--- config.mk ---
export PLATFORM = sky130hd
export DESIGN_NAME = e15_prog_loader
export DESIGN_NICKNAME = d
export VERILOG_FILES = /design/src/rtl/e15_prog_loader.sv
export SDC_FILE = /design/constraint.sdc
export NUM_CORES = 1
export LEC_CHECK = 0
export ABC_AREA = 0
export CELL_PAD_IN_SITES_DETAIL_PLACEMENT = 0
export CELL_PAD_IN_SITES_GLOBAL_PLACEMENT = 2
export CORE_ASPECT_RATIO = 0.75
export CORE_UTILIZATION = 40
export DETAILED_ROUTE_END_ITERATION = 7
export DONT_BUFFER_PORTS = 1
export GPL_ROUTABILITY_DRIVEN = 0
export GPL_TIMING_DRIVEN = 0
export PLACE_DENSITY = 0.75
export SLEW_MARGIN = 10
export SYNTH_ARGS = -nofsm -noshare
export SYNTH_HDL_FRONTEND = slang
export SYNTH_SLANG_ARGS = --single-unit
--- constraint.sdc ---
create_clock -name clk -period 2.4 [get_ports clk]
set_clock_uncertainty 0.15 [all_clocks]
set_input_delay 0.48 -clock clk [delete_from_list [all_inputs] [get_ports clk]]
set_output_delay 0.48 -clock clk [all_outputs]
set_load 0.005 [all_outputs]
--- src/rtl/e15_prog_loader.sv ---
// e15_prog_loader: nibble-stream program loader filling a 16 x 12-bit instruction
// memory, with checksum verification and a processor hold until a good load.
module e15_prog_loader (
    input  logic        clk,
    input  logic        rst_n,
    input  logic        start,
    input  logic        in_valid,
    input  logic [3:0]  in_data,
    output logic        in_ready,
    input  logic [3:0]  fetch_addr,
    output logic [11:0] fetch_data,
    output logic        cpu_hold,
    output logic        done,
    output logic        load_ok,
    output logic        load_err,
    output logic [4:0]  words_loaded
);
    typedef enum logic [2:0] {IDLE, GET_LEN, GET_HI, GET_MID, GET_LO, GET_CHK} state_t;

    state_t      state_q, state_d;
    logic [11:0] mem_q [16];
    logic [11:0] mem_d [16];
    logic [3:0]  addr_q, addr_d, len_q, len_d, sum_q, sum_d, hi_q, hi_d, mid_q, mid_d;
    logic [4:0]  wl_q, wl_d;
    logic        cpu_hold_q, cpu_hold_d, done_q, done_d, load_ok_q, load_ok_d, load_err_q, load_err_d;
    logic        acc;

    assign acc = in_valid && in_ready;

    always_ff @(posedge clk or negedge rst_n) begin
        if (!rst_n) begin
            state_q    <= IDLE;
            for (int i = 0; i < 16; i++) mem_q[i] <= 12'h000;
            addr_q     <= '0;
            len_q      <= '0;
            sum_q      <= '0;
            hi_q       <= '0;
            mid_q      <= '0;
            wl_q       <= '0;
            cpu_hold_q <= 1'b1;
            done_q     <= 1'b0;
            load_ok_q  <= 1'b0;
            load_err_q <= 1'b0;
        end else begin
            state_q    <= state_d;
            mem_q      <= mem_d;
            addr_q     <= addr_d;
            len_q      <= len_d;
            sum_q      <= sum_d;
            hi_q       <= hi_d;
            mid_q      <= mid_d;
            wl_q       <= wl_d;
            cpu_hold_q <= cpu_hold_d;
            done_q     <= done_d;
            load_ok_q  <= load_ok_d;
            load_err_q <= load_err_d;
        end
    end

    // start wins over a nibble offered in the same cycle
    always_comb begin
        state_d = state_q;
        if (start) state_d = GET_LEN;
        else if (acc) begin
            case (state_q)
                GET_LEN: state_d = GET_HI;
                GET_HI:  state_d = GET_MID;
                GET_MID: state_d = GET_LO;
                GET_LO:  state_d = (addr_q == len_q) ? GET_CHK : GET_HI;
                GET_CHK: state_d = IDLE;
                default: state_d = state_q;
            endcase
        end
    end

    always_comb begin
        mem_d      = mem_q;
        addr_d     = addr_q;
        len_d      = len_q;
        sum_d      = sum_q;
        hi_d       = hi_q;
        mid_d      = mid_q;
        wl_d       = wl_q;
        cpu_hold_d = cpu_hold_q;
        done_d     = 1'b0;
        load_ok_d  = load_ok_q;
        load_err_d = load_err_q;
        if (start) begin
            addr_d     = '0;
            sum_d      = '0;
            wl_d       = '0;
            cpu_hold_d = 1'b1;
            load_ok_d  = 1'b0;
            load_err_d = 1'b0;
        end else if (acc) begin
            sum_d = (state_q == GET_CHK) ? sum_q : sum_q + in_data;
            case (state_q)
                GET_LEN: len_d = in_data;
                GET_HI:  hi_d = in_data;
                GET_MID: mid_d = in_data;
                GET_LO: begin
                    mem_d[addr_q] = {hi_q, mid_q, in_data};
                    wl_d          = wl_q + 5'd1;
                    addr_d        = (addr_q == len_q) ? addr_q : addr_q + 4'd1;
                end
                GET_CHK: begin
                    done_d     = 1'b1;
                    load_ok_d  = (in_data == sum_q);
                    load_err_d = (in_data != sum_q);
                    cpu_hold_d = (in_data != sum_q);
                end
                default: done_d = 1'b0;
            endcase
        end
    end

    always_comb begin
        in_ready     = (state_q != IDLE);
        fetch_data   = mem_q[fetch_addr];
        cpu_hold     = cpu_hold_q;
        done         = done_q;
        load_ok      = load_ok_q;
        load_err     = load_err_q;
        words_loaded = wl_q;
    end
endmodule

==> qor.txt <==
Max_slew headroom - 52.9%
Most common cell in the netlist - dfrtp_1
DR vias/cell - 5.57
Input/output buffers - 0
Clock power frac - 46.3%
DIE WIDTH - 189 um
Total track usage - 19.8%
Hold WS - -482 ps
Clk sink count - 224
Top_reg_cell synth - dfrtp_1
Initial antenna violation count - 1
Worst Setup End Kind - primary output
Layout cells sized above 1 - 47.9%
Violated checks - hold timing, setup timing
IO Pins - 34
Worst EP arrival - 1770 ps
Clk_lat worst skew - 520 ps
Post-Syn Nets - 716
Startpoint Class - flop
Initial Util - 41.4%
Type of the worst setup path - reg2out
Flop pwr share - 48.3%
Die ar. - 26900 sq um
Cells after Synth - 695
Synth warn - 0
# fillers - 2220
Worst Hold Class - in2async
Clock slew seen by the registers of the worst setup and hold paths - 70 ps
Core area - 25400 sq um
Synth top area share - 53.1%
Syn Std Cell Area - 10500 sq um
Final instance area - 11900 sq um
Total CTS buffers - 24
Most instantiated cells after synthesis - dfrtp_1 (223), mux2_2 (161), mux4_2 (48), mux2_4 (40), nand2_1 (32)
Final setup viols - 1
Asr flop ratio synth - 100%
Worst slew pin tran - 707 ps
Net Sw Frac - 23.4%
Logic pwr share - 5.4%
Pint - 6240 uW
Post-synth top area cell - dfrtp_1
VDD IR max - 0.000621 V
CTS H-tree depth - 1
Post-DP Area - 10900 sq um
Sequential share of the synthesized area - 53.4%
Max-slew violations - 0
F_max - 416 MHz
Die H - 142 um
Number of core rows - 50
CTS max path bufs - 3
Post-synth EDFFs - 0
Clock Root Buffer - clkbuf_16
Largest net degree at the start of global routing - 225
Post-detailed-routing wire length - 25.4 mm
Drt first pass iters - 4
Metal1 wirelength - 11.9 mm
Drt first-iter violations - 336
RSZ-0062 raised after global routing - true
Crit-path max FO - 2
Ant diodes - 0
Routed Antenna Nets - 0
Max Cap Viol - 0
Yosys reg bits - 224
Post-route DRC - 0
Vias post-DR - 6003
Pwr/cell area - 685 nW/um^2
Outcome - finished, violations left
DR top layer - met4
Final period util - 100%
Routed WL per cell - 23.6 um
Post-layout min period - 2400 ps
Sw power - 1910 uW
Leading post-synthesis cells by cell area - dfrtp_1 (53%), mux2_2 (17%), mux4_2 (10%)
Wire length on met2 - 11.4 mm
Critical Path RT - 1770 ps
Fin nets - 742
Post-Syn Area per Cell - 15.1 sq um
Total gr overflow - 0
Area Overhead vs Synth - 13.2%
First-pass GRT wire length - 40.0 mm
Pleak - 0.00569 uW
Vias in the first global route - 6486
Final-report hold violation count - 224
Met3 Wirelength - 1.75 mm
Worst Slack Setup Final - -2.44 ps
Distinct cells, synth - 48
Placed wire-length estimate - 17.1 mm
CTS tree - built
## through the flow
stage	instances	TNS, ps	utilization [%]	total power, uW	worst slack, ps
CTS	1077	-23.0	46.5	8250	-9.52
finish	1077	-2.44	46.8	8140	-2.44
global placement	1033	-4810	43.0	4400	-458
detailed placement	1033	-4830	43.0	4430	-459
floorplan	695	0	-	4250	58.4
global route	1077	-90.8	46.8	8450	-23.2
## sequential cells by signal (all words and copies together), names as in the netlist
signal	cells
len_q	4
sum_q	4
mid_q	4
load_err	1
done	1
hi_q	4
mem_q	192
words_loaded	5
addr_q	4
state_q	3
cpu_hold	1
load_ok	1
## worst max-delay path: stages (launching register included)
cell and delay (ps):
dfrtp_1 390, mux4_2 530, a22oi_1 190, nand2_1 150
## worst paths after layout
kind,cells after the start,slack [ps],to,start
setup reg to reg,5,140,mem_q[10],addr_q[1]
setup / recovery,3,-2,fetch_data[9],mem_q[33]
hold / removal,0,-480,mem_q[191],rst_n
min in group clk,3,130,sum_q[0],in_data[0]
hold reg to reg,1,340,mem_q[21],mem_q[21]
max in group asynchronous,0,2210,cpu_hold,rst_n
## layout by cell type (no fill, tap or decap), types with 7 or more instances in the layout
master and n:
a22oi_1 9, buf_2 14, mux4_2 48, dfrtp_1 223
mux2_4 40, clkbuf_1 25, clkbuf_16 25, nor2_1 17
a22oi_2 15, nand2_1 27, nor2b_1 7, mux2_2 161
ha_1 8
## metal layers
metal	track usage, %	up-vias
met3	3.97	27
li1	-	2610
met2	29.7	133
met4	3.57	0
met1	29.8	3233
met5	0	-
## final cells by class
type	instances	area [sq um]	area share, %
tap	338	423	3.56
clock inverter	12	123	1.03
clock buffer	32	692	5.82
multi-input combinational	412	4700	39.5
buffer	56	334	2.81
sequential	224	5610	47.2
inverter	3	11.3	0.0947
## cell families after synthesis
group	Yosys count	share of synthesized area, %
compound gates	43	2.88
xor+xnor	12	1.00
mux	255	33.9
buf+inv	59	2.73
fa+ha+maj	9	1.14
flops	224	53.4
simple gates	93	5.01
## power by group through the flow
stage | Combinational, uW | Sequential, uW | Clock [uW]
floorplan | 297 | 3960 | 0
global placement | 408 | 3990 | 0
detailed placement | 427 | 4000 | 0
CTS | 438 | 3930 | 3880
global route | 483 | 3940 | 4020
finish | 439 | 3930 | 3770
## timing repair
item,4_1_cts,5_1_grt
setup endpoints to repair,12,12
hold endpoints to repair,224,224
setup buffers,0,0
pin swaps,12,12
gates resized for setup,22,17
No activity file was read; power rests on OpenSTA's default activity.
